### src/rtl/s1_fetch_pkg.sv
// Shared constants and immediate decoders for the stage-1 fetch unit.
package s1_fetch_pkg;

    localparam logic [6:0]  OPC_BRANCH   = 7'b1100011;
    localparam logic [6:0]  OPC_JAL      = 7'b1101111;
    localparam logic [6:0]  OPC_JALR     = 7'b1100111;

    localparam logic [31:0] NOP_INSTR    = 32'h0000_0013;
    localparam logic [31:0] RESET_PC_DEF = 32'h4000_0000;

    function automatic logic [31:0] imm_b(input logic [31:0] i);
        return {{20{i[31]}}, i[7], i[30:25], i[11:8], 1'b0};
    endfunction

    function automatic logic [31:0] imm_j(input logic [31:0] i);
        return {{12{i[31]}}, i[19:12], i[20], i[30:21], 1'b0};
    endfunction

endpackage

### src/rtl/s1_btfn_predict.sv
// Static BTFN predictor: backward conditional branches and JAL are taken, all else falls through.
module s1_btfn_predict
    import s1_fetch_pkg::*;
(
    input  logic [31:0] raw,
    input  logic [31:0] pc,
    output logic        taken,
    output logic [31:0] target
);

    always_comb begin
        taken  = 1'b0;
        target = pc + 32'd4;
        case (raw[6:0])
            OPC_BRANCH: begin
                if (raw[31]) begin
                    taken  = 1'b1;
                    target = pc + imm_b(raw);
                end
            end
            OPC_JAL: begin
                taken  = 1'b1;
                target = pc + imm_j(raw);
            end
            // Register target unknown at fetch; stage 3 repairs it via mispredict.
            OPC_JALR: taken = 1'b0;
            default:  taken = 1'b0;
        endcase
    end

endmodule

### src/rtl/s1_fetch.sv
// Stage-1 fetch: PC register, synchronous-read BIOS/IMEM addressing, BTFN steering and
// single-bubble recovery from stage-3 redirects.
module s1_fetch
    import s1_fetch_pkg::*;
#(
    parameter logic [31:0] RESET_PC = RESET_PC_DEF,
    parameter logic [31:0] NOP      = NOP_INSTR,
    parameter int          BIOS_AW  = 12,
    parameter int          IMEM_AW  = 14
) (
    input  logic               clk,
    input  logic               rst_n,
    input  logic               stall_i,
    input  logic               mispredict_i,
    input  logic [31:0]        correct_pc_i,
    output logic [BIOS_AW-1:0] bios_addr,
    output logic [IMEM_AW-1:0] imem_addr,
    input  logic [31:0]        bios_dout,
    input  logic [31:0]        imem_dout,
    output logic [31:0]        pc_s2,
    output logic [31:0]        instruction_s2,
    output logic               valid_s2,
    output logic               pred_taken_s2,
    output logic [31:0]        fetch_cnt,
    output logic [31:0]        mispred_cnt
);

    logic [31:0] pc_reg;
    logic        kill_reg;
    logic [31:0] fetch_cnt_reg;
    logic [31:0] mispred_cnt_reg;
    logic [31:0] pc_next;
    logic [31:0] raw;
    logic        pred_hit;
    logic [31:0] pred_target;

    // Data on dout belongs to pc_reg, so the source select must follow pc_reg.
    assign raw = pc_reg[30] ? bios_dout : imem_dout;

    s1_btfn_predict u_predict (
        .raw    (raw),
        .pc     (pc_reg),
        .taken  (pred_hit),
        .target (pred_target)
    );

    assign valid_s2       = !kill_reg && !mispredict_i;
    assign instruction_s2 = valid_s2 ? raw : NOP;
    assign pc_s2          = pc_reg;
    assign pred_taken_s2  = valid_s2 && pred_hit;
    assign fetch_cnt      = fetch_cnt_reg;
    assign mispred_cnt    = mispred_cnt_reg;

    always_comb begin
        pc_next = pc_reg + 32'd4;
        if (mispredict_i) begin
            pc_next = correct_pc_i;
        end else if (kill_reg || stall_i) begin
            // Re-reading the same address keeps dout stable for the held instruction.
            pc_next = pc_reg;
        end else if (pred_taken_s2) begin
            pc_next = pred_target;
        end
    end

    assign bios_addr = pc_next[BIOS_AW+1:2];
    assign imem_addr = pc_next[IMEM_AW+1:2];

    always_ff @(posedge clk or negedge rst_n) begin
        if (!rst_n) begin
            pc_reg          <= RESET_PC;
            kill_reg        <= 1'b1;
            fetch_cnt_reg   <= 32'd0;
            mispred_cnt_reg <= 32'd0;
        end else begin
            pc_reg   <= pc_next;
            kill_reg <= 1'b0;
            if (valid_s2 && !stall_i) begin
                fetch_cnt_reg <= fetch_cnt_reg + 32'd1;
            end
            if (mispredict_i) begin
                mispred_cnt_reg <= mispred_cnt_reg + 32'd1;
            end
        end
    end

endmodule

### config.mk
export PLATFORM = sky130hd
export DESIGN_NAME = s1_fetch
export DESIGN_NICKNAME = d
export VERILOG_FILES = /design/src/rtl/s1_fetch_pkg.sv /design/src/rtl/s1_btfn_predict.sv /design/src/rtl/s1_fetch.sv
export SDC_FILE = /design/constraint.sdc
export NUM_CORES = 1
export LEC_CHECK = 0
export CAP_MARGIN = 10
export CORE_MARGIN = 8
export CORE_UTILIZATION = 35
export DETAILED_ROUTE_END_ITERATION = 10
export GPL_TIMING_DRIVEN = 0
export PLACE_DENSITY = 0.66
export SLEW_MARGIN = 20
export SYNTH_ARGS = -nofsm -noshare
export SYNTH_HDL_FRONTEND = slang
export SYNTH_HIERARCHICAL = 1
export SYNTH_SLANG_ARGS = --single-unit
### constraint.sdc
create_clock -name clk -period 13.2 [get_ports clk]
set_input_delay 2.64 -clock clk [delete_from_list [all_inputs] [get_ports clk]]
set_output_delay 2.64 -clock clk [all_outputs]
set_load 0.05 [all_outputs]
==> results of run 1 <==
-- per-layer routing --
layer / wire (um) / global-route usage (%) / up-vias
met5: 0 / 0 / -
met4: 1098 / 7.938 / 0
met3: 3113 / 4.783 / 65
met2: 17910 / 35.56 / 459
met1: 16170 / 28.53 / 5196
li1: - / - / 5045
-- through the flow --
stage	hold slack, ps	power, mW	util (%)
floorplan	765.3	0.8578	-
global placement	460.7	1.090	46.35
detailed placement	466.1	1.099	46.48
CTS	475.5	1.364	47.51
global route	490.7	1.440	47.55
finish	472.9	1.362	47.55
-- cell type report --
type,instances,area (sq um),share of cell area [%]
Antenna cell,2,5.005,0.03788
Buffer,82,445.4,3.372
Clock buffer,10,239.0,1.809
Clock inverter,6,48.80,0.3694
Inverter,29,108.9,0.8239
Multi-Input combinational cell,1025,6890,52.15
Sequential cell,97,2430,18.39
Tap cell,378,473.0,3.580
Timing Repair Buffer,255,2571,19.46
-- cell usage in the layout (no fill, tap or decap), types with 28 or more instances in the layout --
| cell | count |
|---|---|
| sky130_fd_sc_hd__buf_4 | 28 |
| sky130_fd_sc_hd__clkdlybuf4s50_1 | 253 |
| sky130_fd_sc_hd__xnor2_1 | 83 |
| sky130_fd_sc_hd__o21ai_0 | 78 |
| sky130_fd_sc_hd__a21oi_1 | 61 |
| sky130_fd_sc_hd__xor2_1 | 50 |
| sky130_fd_sc_hd__nand2_1 | 118 |
| sky130_fd_sc_hd__nor2_1 | 85 |
| sky130_fd_sc_hd__ha_1 | 47 |
| sky130_fd_sc_hd__and3_1 | 39 |
| sky130_fd_sc_hd__clkbuf_1 | 43 |
| sky130_fd_sc_hd__nand4_1 | 43 |
| sky130_fd_sc_hd__nand3_1 | 52 |
| sky130_fd_sc_hd__mux2_2 | 36 |
| sky130_fd_sc_hd__and2_1 | 42 |
| sky130_fd_sc_hd__dfrtp_1 | 95 |
-- worst max path at each step --
stage                         end  slack, ps  cells after the start
floorplan            bios_addr[2]       4600                     13
global placement    bios_addr[11]       1910                     15
detailed placement   bios_addr[2]       1870                     15
CTS                  bios_addr[2]       1850                     15
global route         bios_addr[2]       1370                     15
finish               bios_addr[2]       1680                     15
-- power by group --
part | switching (mW) | leakage, nW | internal (mW)
Combinational | 0.438 | 4.02 | 0.278
Clock | 0.124 | 0.137 | 0.135
Sequential | 0.0620 | 1.26 | 0.324
Total | 0.624 | 5.41 | 0.737
-- cell families (layout without fill, tap and decap cells) --
| kind of cell | count (synthesis) | count (layout) | synth area share [%] |
|---|---|---|---|
| AO/OA/AOI/OAI | 310 | 310 | 20.88 |
| buffers and inverters | 111 | 382 | 5.620 |
| AND/OR/NAND/NOR | 483 | 483 | 25.21 |
| XOR/XNOR | 133 | 133 | 11.81 |
| other | 1 | 3 | 0.03802 |
| flip-flops | 97 | 97 | 24.64 |
| multiplexers | 49 | 49 | 5.430 |
| adder cells (fa/ha/maj) | 49 | 49 | 6.369 |
-- critical path, stage by stage --
cell and delay [ps]:
sky130_fd_sc_hd__clkdlybuf4s50_1 420, sky130_fd_sc_hd__mux2_2 270, sky130_fd_sc_hd__nand4b_1 260, sky130_fd_sc_hd__or2_2 330, sky130_fd_sc_hd__nor2_1 800, sky130_fd_sc_hd__nor2_1 450
sky130_fd_sc_hd__inv_2 280, sky130_fd_sc_hd__clkbuf_1 760, sky130_fd_sc_hd__nand2_1 300, sky130_fd_sc_hd__clkinv_1 330, sky130_fd_sc_hd__buf_1 490, sky130_fd_sc_hd__a21oi_1 130
sky130_fd_sc_hd__o21ai_0 400, sky130_fd_sc_hd__buf_4 190, sky130_fd_sc_hd__clkdlybuf4s50_1 800
==> reports/results.md, run 1 <==
| Result | Value |
| --- | --- |
| Pre-Repair DR Iteration Count | 6 |
| Final global-route overflow total | 0 |
| Number of register bits inferred by synthesis | 97 |
| Clock slew at the register clock pins of the worst setup and hold paths | 70 ps |
| Syn Inst Count | 1233 |
| Fmax | 86.79 MHz |
| Commonest cells post-synth | 118 x sky130_fd_sc_hd__nand2_1, 95 x sky130_fd_sc_hd__dfrtp_1, 85 x sky130_fd_sc_hd__nor2_1 |
| Share of final-layout standard cells stronger than drive strength 1 | 7.979% |
| Syn-to-layout area delta | 33.96% |
| RSZ-0062 raised after global routing | no |
| End point of the most critical hold path | fetch_cnt[31] |
| Postcts setup bufs | 0 |
| Share of synthesized registers carrying an async set or reset | 100.0% |
| Worst min path class | flip-flop to flip-flop |
| Num rows | 61 |
| Synthesis warning total | 6 |
| Most frequent cell after synthesis | sky130_fd_sc_hd__nand2_1 |
| Number of routed nets with antenna violations | 0 |
| Sequential share of the synthesized area | 24.64% |
| Clock tree skew after final layout | 10.10 ps |
| Buffer levels on the longest clock path | 2 |
| I/O Pins | 256 |
| WP data arrival | 8880 ps |
| Via count of the routed design | 10770 |
| Aggregate negative setup slack | 0 ps |
| Min-Delay Path Depth | 1 |
| Die Span Y | 183.9 um |
| Width of the die | 183.9 um |
| Data required time of the worst path | 10560 ps |
| Worst reg2reg path endpoint | pc_s2[4] |
| Placed Instance Area | 12910 sq um |
| Area share of the largest cell type after synthesis | 24.11% |
| Root Buffer | sky130_fd_sc_hd__clkbuf_16 |
| Post-route cell area | 13210 sq um |
| Classification of the worst setup path | input port to output port |
| Maximum VDD drop | 0.06839 mV |
| Vias in the first global route | 10330 |
| Setup-violating endpoint count in the final report | 0 |
| Post-synthesis cell area | 9862 sq um |
| Final number of max-transition violations | 0 |
| Transition time at the pin with the least slew margin | 1047 ps |
| Clock tree sinks | 97 |
| Hold Path Origin | fetch_cnt[31] |
| Post-synth net total | 1382 |
| Placeable core region | 27780 sq um |
| Count of buffers from port buffering | 254 |
| Max-Slew Margin vs Limit | 29.94% |
| Distinct cell type count after synthesis | 79 |
| Crit share post-route | 87.29% |
| Total routed wirelength | 38.29 mm |
| Initial standard-cell utilization of the core | 35.50% |
| # fillers | 2773 |
| Maximum number of pins on one net before global-route repair | 58 |
| Reg-to-reg setup timing slack | 6720 ps |
| Number of buffers inserted for hold repair after clock tree synthesis | 0 |
| Initial antenna violation count | 2 |
| Number of design rule violations left after detail routing | 0 |
| Type of destination of the critical path | output port |
| Wire length of the first global-routing pass | 59.08 mm |
| Filler-free cell count of the finished design | 1884 |
| Count of placed standard cells including taps | 1866 |
| P per Cell Area | 103.1 nW/um^2 |
| Count of flip-flops with a built-in enable after synthesis | 0 |
| Launching element type of the critical path | input port |
| First-iteration detailed-routing DRC count | 978 |
| Worst reg-to-reg path cell count | 14 |
| Min setup slack post-route | 1678 ps |
| Mean area per synthesized cell | 7.998 sq um |
| Time the worst path needs with I/O delays and setup | 11520 ps |
| Main flop type after synthesis | sky130_fd_sc_hd__dfrtp_1 |
| Setup crit start | imem_dout[4] |
| Worst-skew pair later-pin latency | 350 ps |
| Clock tree from TritonCTS | built |
| # H-tree levels | 3 |
| Largest fanout on the critical path | 14 |
| Ranking of synthesized cells by area | sky130_fd_sc_hd__dfrtp_1 24%, sky130_fd_sc_hd__xnor2_1 7.4%, sky130_fd_sc_hd__ha_1 6.0% |
| Routability-driven placement congestion ratio | 0.9266 |
| Setup Slack @ Placement | 1872 ps |
| Number of buffers created by CTS | 9 |
| Post-DP HPWL | 30.51 mm |
| Cell type contributing the most total cell area after synthesis | sky130_fd_sc_hd__dfrtp_1 |
| Number of gates given a new drive strength after cts | 0 |
| RR Startpoint | pc_s2[30] |
| Leakage component of the power | 5.411 nW |
| Layout Nets | 1648 |
| GRT Overall Usage | 22.03% |
| Die ar. | 33800 sq um |
| Maximum capacitance violations | 0 |
| Status | finished clean |
| Count of endpoints failing hold in the final timing report | 0 |
| Detail-routed via count per cell | 5.714 |
| Wire length per cell | 20.32 um |
(Power assumes the default switching activity.)
==> run 2, diff against run 1 <==
Settings changed: CORE_UTILIZATION 35 to 50, PLACE_DENSITY 0.66 to 0.87.
==> reports/results.md, run 2 (synthesis results as in run 1) <==
| Result | Value | Delta |
| --- | --- | --- |
| Status | finished clean |  |
| Routing usage on met1 | 37.33% | +8.8 points |
| Die ar. | 24470 sq um | -28% |
| Most heavily used metal layer in global routing | met2 |  |
| Die Span Y | 156.4 um | -15% |
| Number of buffers created by CTS | 9 | unchanged |
| Postcts setup bufs | 0 | unchanged |
| Reg-to-reg setup timing slack | 6830 ps | +110 ps |
| RSZ-0062 raised after global routing | no |  |
| Transition time at the pin with the least slew margin | 1163 ps | +115.5 ps |
| Final number of max-transition violations | 0 | unchanged |
| Placeable core region | 19400 sq um | -30% |
| First-iteration detailed-routing DRC count | 1144 | +17% |
| Maximum VDD drop | 0.08489 mV | +24% |
| Detail-routed via count per cell | 6.211 | +8.7% |
| Switching Power | 0.6301 mW | +0.89% |
| I/O Pins | 256 | unchanged |
| Largest fanout on the critical path | 14 | unchanged |
| Clock tree sinks | 97 | unchanged |
| Crit path to | bios_addr[9] |  |
| Maximum number of pins on one net before global-route repair | 71 | +22% |
| GRT Overall Usage | 29.98% | +8.0 points |
| Antenna Diode Count | 0 | -2 |
| WHS | 478.7 ps | +5.814 ps |
| Clock tree from TritonCTS | built |  |
| CP max stage delay | 890 ps | +90 ps |
| Commonest non-fill, non-tap cells in the layout | 253 x sky130_fd_sc_hd__clkdlybuf4s50_1, 118 x sky130_fd_sc_hd__nand2_1, 95 x sky130_fd_sc_hd__dfrtp_1, 85 x sky130_fd_sc_hd__nor2_1, 83 x sky130_fd_sc_hd__xnor2_1 |  |
| CP Cell Sequence | clkdlybuf4s50_1, mux2_2, nand4b_1, or2_2, nor2_1, nor2_1, inv_2, clkbuf_1, nand2_1, clkinv_1, buf_1, o221ai_1, o211ai_1, buf_4, clkdlybuf4s50_1 |  |
| Aggregate negative setup slack | 0 ps | unchanged |
| Initial standard-cell utilization of the core | 50.84% | +15 points |
| Classification of the worst setup path | input port to output port |  |
| Fraction of power spent switching nets | 46.15% | +0.29 points |
| Number of gates given a new drive strength after cts | 0 | unchanged |
| # fillers | 1667 | -40% |
| Root Buffer | sky130_fd_sc_hd__clkbuf_16 |  |
| Setup-violating endpoint count in the final report | 0 | unchanged |
| Pre-Repair DR Iteration Count | 6 | unchanged |
| Clock tree skew after final layout | 7.782 ps | -2.322 ps |
| # H-tree levels | 3 | unchanged |
| Wire length of the first global-routing pass | 58.84 mm | -0.40% |
| Post-DP HPWL | 29.36 mm | -3.8% |
| Power share of the combinational group | 52.7% | about the same |
| Count of buffers from port buffering | 254 | unchanged |
| Cell type group with the largest total delay on the critical path | buffers and inverters |  |
| P per Cell Area | 104.4 nW/um^2 | +1.3% |
| Final global-route overflow total | 0 | unchanged |
| Num rows | 51 | -16% |
| Overall power after layout | 1.365 mW | +0.27% |
| Clock slew at the register clock pins of the worst setup and hold paths | 70 ps | about the same |
| Worst min path class | flip-flop to flip-flop |  |
| Type of destination of the critical path | output port |  |
| Width of the die | 156.4 um | -15% |
| Vias in the first global route | 10650 | +3.1% |
| Wire length per cell | 21.24 um | +4.5% |
| Worst reg2reg path endpoint | pc_s2[4] |  |
| Worst Path Buf+Inv | 7 | unchanged |
| Commonest non-fill, non-tap cell in the layout | sky130_fd_sc_hd__clkdlybuf4s50_1 |  |
| Setup crit start | imem_dout[4] |  |
| RR Startpoint | pc_s2[30] |  |
| Count of endpoints failing hold in the final timing report | 0 | unchanged |
| Reg power frac | 28.3% | about the same |
| WP data arrival | 8820 ps | -60 ps |
| Crit share post-route | 86.85% | -0.43 points |
| Met2 Track Usage GR | 49.98% | +14 points |
| Slowest stage cell, crit path | sky130_fd_sc_hd__nor2_1 |  |
| Maximum capacitance violations | 0 | unchanged |
| Launching element type of the critical path | input port |  |
| Routability-driven placement congestion ratio | 0.9688 | +4.6% |
| Max-Slew Margin vs Limit | 22.21% | -7.7 points |
| Time the worst path needs with I/O delays and setup | 11460 ps | -57.16 ps |
| Number of design rule violations left after detail routing | 0 | unchanged |
| Worst-skew pair later-pin latency | 350 ps | about the same |
| Part of the power in the clock network | 19.0% | about the same |
| Layout Nets | 1648 | unchanged |
| Hold Path Origin | fetch_cnt[31] |  |
| Initial antenna violation count | 0 | -2 |
| Via count of the routed design | 10990 | +2.1% |
| Setup Slack @ Placement | 1995 ps | +123.2 ps |
| Worst reg-to-reg path cell count | 14 | unchanged |
| Path length in cells of the critical path | 15 | unchanged |
| Buffer levels on the longest clock path | 2 | unchanged |
| Total routed wirelength | 37.57 mm | -1.9% |
| Number of buffers inserted for hold repair after clock tree synthesis | 0 | unchanged |
| Data required time of the worst path | 10560 ps | about the same |
| Number of routed nets with antenna violations | 0 | unchanged |
| Share of final-layout standard cells stronger than drive strength 1 | 7.979% | unchanged |
| Fmax | 87.23 MHz | +0.50% |
| GR Util met3 | 6.674% | +1.9 points |
| Internal power contribution | 0.7351 mW | -0.26% |
| Leakage component of the power | 5.416 nW | about the same |
| Syn-to-layout area delta | 32.58% |  |
| Min setup slack post-route | 1735 ps | +57.16 ps |
## run 2: metrics by stage
step                      util (%)  cell area, sq um  cells
after floorplan                  -              9862   1233
after global placement       65.65             12740   1752
after detailed placement     65.83             12770   1753
after CTS                    67.37             13070   1769
after global routing         67.40             13080   1769
final                        67.40             13080   1769
## run 2: routing by layer
| layer | vias up | part of all wire, % |
|---|---|---|
| met1 | 5204 | 39 |
| met2 | 634 | 48 |
| met4 | 0 | 3.4 |
| li1 | 5046 | - |
| met3 | 104 | 9.8 |
| met5 | - | 0 |
## run 2: worst min-delay path by stage
stage,cells after the start,endpoint,slack (ps)
finish,1,fetch_cnt[31],480
CTS,1,fetch_cnt[31],480
floorplan,2,fetch_cnt[1],770
global route,1,fetch_cnt[31],520
global placement,1,fetch_cnt[31],460
detailed placement,1,fetch_cnt[31],460
## run 2: cell type report
class | instances | area (sq um) | area share (%)
multi-input cells | 1025 | 6890 | 52.70
inverters | 29 | 108.9 | 0.8325
clock buffers | 9 | 225.2 | 1.722
clock inverters | 7 | 72.57 | 0.5550
flip-flops and latches | 97 | 2430 | 18.58
well taps | 265 | 331.6 | 2.536
repair buffers | 255 | 2571 | 19.67
plain buffers | 82 | 445.4 | 3.407
## run 2: power by group through the flow
stage	Combinational, mW	Clock, mW	Sequential (mW)
global placement	0.698	0	0.387
detailed placement	0.707	0	0.388
CTS	0.711	0.260	0.384
finish	0.719	0.260	0.386
global route	0.765	0.273	0.391
floorplan	0.395	0	0.463
==> run 3, diff against run 2 <==
Settings changed: CORE_ASPECT_RATIO set to 0.7, PLACE_DENSITY 0.87 to 0.88, SYNTH_HIERARCHICAL 1 to not set, TNS_END_PERCENT set to 10.
==> reports/results.md, run 3 <==
| Result | Value | Delta |
| --- | --- | --- |
| Mean area per synthesized cell | 8.405 sq um | +5.1% |
| Commonest non-fill, non-tap cells in the layout | 253 x sky130_fd_sc_hd__clkdlybuf4s50_1, 106 x sky130_fd_sc_hd__nand2_1, 95 x sky130_fd_sc_hd__dfrtp_1, 72 x sky130_fd_sc_hd__a21oi_1, 72 x sky130_fd_sc_hd__xnor2_1 |  |
| Ranking of synthesized cells by area | sky130_fd_sc_hd__dfrtp_1 27%, sky130_fd_sc_hd__xnor2_1 7.1%, sky130_fd_sc_hd__ha_1 6.5% |  |
| Dominant combinational cell family by area after synthesis | compound AO/OA/AOI/OAI gates |  |
| Reg-to-reg setup timing slack | 8340 ps | +1510 ps |
| Clock tree from TritonCTS | built |  |
| Antenna Diode Count | 0 | unchanged |
| WHS | 474.6 ps | -4.165 ps |
| Post-synthesis cell area | 8892 sq um | -9.8% |
| Distinct cell type count after synthesis | 83 | +5.1% |
| Filler-free cell count of the finished design | 1560 | -12% |
| Postcts setup bufs | 0 | unchanged |
| Final number of max-transition violations | 0 | unchanged |
| Count of placed standard cells including taps | 1544 | -12% |
| Number of buffers created by CTS | 9 | unchanged |
| Max-Slew Margin vs Limit | 21.61% | -0.60 points |
| Maximum number of pins on one net before global-route repair | 58 | -18% |
| Pre-Repair DR Iteration Count | 7 | +1 |
| Worst reg-to-reg path cell count | 13 | -1 |
| Placeable core region | 17270 sq um | -11% |
| Fmax | 105.1 MHz | +20% |
| Fraction of synthesized area in multiplexers | 5.347% | -0.083 points |
| Commonest cells post-synth | 106 x sky130_fd_sc_hd__nand2_1, 95 x sky130_fd_sc_hd__dfrtp_1, 72 x sky130_fd_sc_hd__a21oi_1, 72 x sky130_fd_sc_hd__xnor2_1, 69 x sky130_fd_sc_hd__nor2_1 |  |
| Via count of the routed design | 9766 | -11% |
| Worst min path class | flip-flop to flip-flop |  |
| Data required time of the worst path | 10560 ps | about the same |
| Type of destination of the critical path | output port |  |
| Number of gates given a new drive strength after cts | 0 | unchanged |
| Commonest non-fill, non-tap cell in the layout | sky130_fd_sc_hd__clkdlybuf4s50_1 |  |
| Transition time at the pin with the least slew margin | 1172 ps | +8.965 ps |
| Hold Path Origin | fetch_cnt[31] |  |
| I/O Pins | 256 | unchanged |
| Classification of the worst setup path | input port to output port |  |
| Adder and majority cell fraction of the synthesized area | 6.923% | +0.55 points |
| Vias in the first global route | 9324 | -12% |
| Clock tree sinks | 97 | unchanged |
| Largest fanout on the critical path | 4 | -10 |
| Xor-xnor portion of the synthesized cell area | 10.24% | -1.6 points |
| Post-synth net total | 1206 | -13% |
| Num rows | 40 | -22% |
| Wire length of the first global-routing pass | 54.02 mm | -8.2% |
| Slowest stage cell, crit path | sky130_fd_sc_hd__clkdlybuf4s50_1 |  |
| GRT Overall Usage | 30.46% | +0.48 points |
| Number of design rule violations left after detail routing | 0 | unchanged |
| Status | finished clean |  |
| CP Cell Sequence | clkdlybuf4s50_1, mux2_2, ha_1, fa_1, a21o_1, and3_1, o21bai_1, a21oi_1, xnor2_1, o221ai_1, a221oi_1, a21oi_1, buf_4, clkdlybuf4s50_1 |  |
| CP max stage delay | 790 ps | -100 ps |
| RR Startpoint | pc_s2[30] |  |
| Count of flip-flops with a built-in enable after synthesis | 0 | unchanged |
| Clock slew at the register clock pins of the worst setup and hold paths | 80 ps | about the same |
| Final global-route overflow total | 0 | unchanged |
| Initial standard-cell utilization of the core | 51.50% | +0.66 points |
| Cell type contributing the most total cell area after synthesis | sky130_fd_sc_hd__dfrtp_1 |  |
| Root Buffer | sky130_fd_sc_hd__clkbuf_16 |  |
| Number of routed nets with antenna violations | 0 | unchanged |
| Clock tree skew after final layout | 10.29 ps | +2.503 ps |
| Routability-driven placement congestion ratio | 1.011 | +4.3% |
| Sequential share of the synthesized area | 27.33% | +2.7 points |
| Synthesis warning total | 0 | -6 |
| Setup-violating endpoint count in the final report | 0 | unchanged |
| Count of buffers from port buffering | 254 | unchanged |
| Buffer levels on the longest clock path | 2 | unchanged |
| Wire length per cell | 22.65 um | +6.6% |
| End point of the most critical hold path | fetch_cnt[31] |  |
| Maximum capacitance violations | 0 | unchanged |
| Area share of the largest cell type after synthesis | 26.73% | +2.6 points |
| Simple-gate share of the synthesized area | 21.33% | -3.9 points |
| Most frequent cell after synthesis | sky130_fd_sc_hd__nand2_1 |  |
| Share of final-layout standard cells stronger than drive strength 1 | 8.879% | +0.90 points |
| Main flop type after synthesis | sky130_fd_sc_hd__dfrtp_1 |  |
| Time the worst path needs with I/O delays and setup | 9517 ps | -1948 ps |
| P per Cell Area | 114.7 nW/um^2 | +9.9% |
| Layout Nets | 1472 | -11% |
| # fillers | 1355 | -19% |
| Die Span Y | 127.6 um | -18% |
| Worst reg2reg path endpoint | pc_s2[23] |  |
| Worst-skew pair later-pin latency | 360 ps | about the same |
| Width of the die | 175.4 um | +12% |
| WP data arrival | 6880 ps | -1940 ps |
| Detail-routed via count per cell | 6.260 | +0.79% |
| Syn-to-layout area delta | 35.61% |  |
| Number of buffers inserted for hold repair after clock tree synthesis | 0 | unchanged |
| Maximum VDD drop | 0.08579 mV | +1.1% |
| Launching element type of the critical path | input port |  |
| RSZ-0062 raised after global routing | no |  |
| Number of register bits inferred by synthesis | 97 | unchanged |
| Count of endpoints failing hold in the final timing report | 0 | unchanged |
| Syn Inst Count | 1058 | -14% |
| Post-DP HPWL | 28.14 mm | -4.1% |
| First-iteration detailed-routing DRC count | 1202 | +5.1% |
| Min-Delay Path Depth | 1 | unchanged |
| Crit share post-route | 72.10% | -15 points |
| Overall power after layout | 1.383 mW | +1.3% |
| Die ar. | 22380 sq um | -8.6% |
| Total routed wirelength | 35.33 mm | -6.0% |
| # H-tree levels | 3 | unchanged |
| Aggregate negative setup slack | 0 ps | unchanged |
| Leakage component of the power | 5.038 nW | -7.0% |
| Compound-Gate Fraction of Synth Area | 23.27% | +2.4 points |
| Initial antenna violation count | 0 | unchanged |
| Share of synthesized registers carrying an async set or reset | 100.0% | unchanged |
## run 3: kinds of logic after synthesis
group                    count (synthesis)
AO/OA/AOI/OAI                          301
XOR/XNOR                               104
adder cells (fa/ha/maj)                 48
buffers and inverters                   94
flip-flops                              97
multiplexers                            41
other                                    1
AND/OR/NAND/NOR                        372
## run 3: worst max path at each step
stage                 startpoint       endpoint  slack (ps)  depth (start not counted)
CTS                 imem_dout[8]  imem_addr[11]        3800                         14
floorplan           bios_dout[8]  bios_addr[11]        5480                         12
global placement    bios_dout[8]  imem_addr[13]        3870                         14
detailed placement  imem_dout[8]  imem_addr[11]        3820                         14
global route        imem_dout[8]  imem_addr[13]        3550                         14
finish              imem_dout[8]  imem_addr[11]        3680                         14
## run 3: final cells by class
class	instances	area, sq um	area share [%]
plain buffers	73	411.6	3.414
clock buffers	9	225.2	1.868
clock inverters	7	81.33	0.6744
inverters	21	78.83	0.6537
multi-input cells	867	5972	49.52
flip-flops and latches	97	2430	20.15
well taps	231	289.0	2.397
repair buffers	255	2571	21.32
## run 3: critical path: cells and delay by family
family | cells | cell delay, ps
AO/OA/AOI/OAI | 6 | 1510
buffers and inverters | 3 | 1360
adder cells (fa/ha/maj) | 2 | 660
multiplexers | 1 | 300
AND/OR/NAND/NOR | 1 | 220
XOR/XNOR | 1 | 180
## run 3: routing by layer
metal | part of all wire (%) | wire length (um) | vias to the layer above | GRT usage, %
li1 | - | - | 4399 | -
met1 | 41 | 14510 | 4662 | 40.41
met2 | 43 | 15150 | 628 | 46.14
met3 | 14 | 4775 | 77 | 10.48
met4 | 2.5 | 890 | 0 | 8.946
met5 | 0 | 0 | - | 0
## run 3: power by group
group | internal [mW] | switching [mW] | leakage, nW
sequential | 0.326 | 0.0573 | 1.27
clock | 0.135 | 0.140 | 0.150
combinational | 0.274 | 0.450 | 3.62
## run 3: per-stage QoR
step	cell area [sq um]	setup slack [ps]	utilization, %
after floorplan	8892	5482	-
after global placement	11720	3874	67.90
after detailed placement	11750	3820	68.07
after CTS	12060	3803	69.84
after global routing	12060	3550	69.84
final	12060	3683	69.84
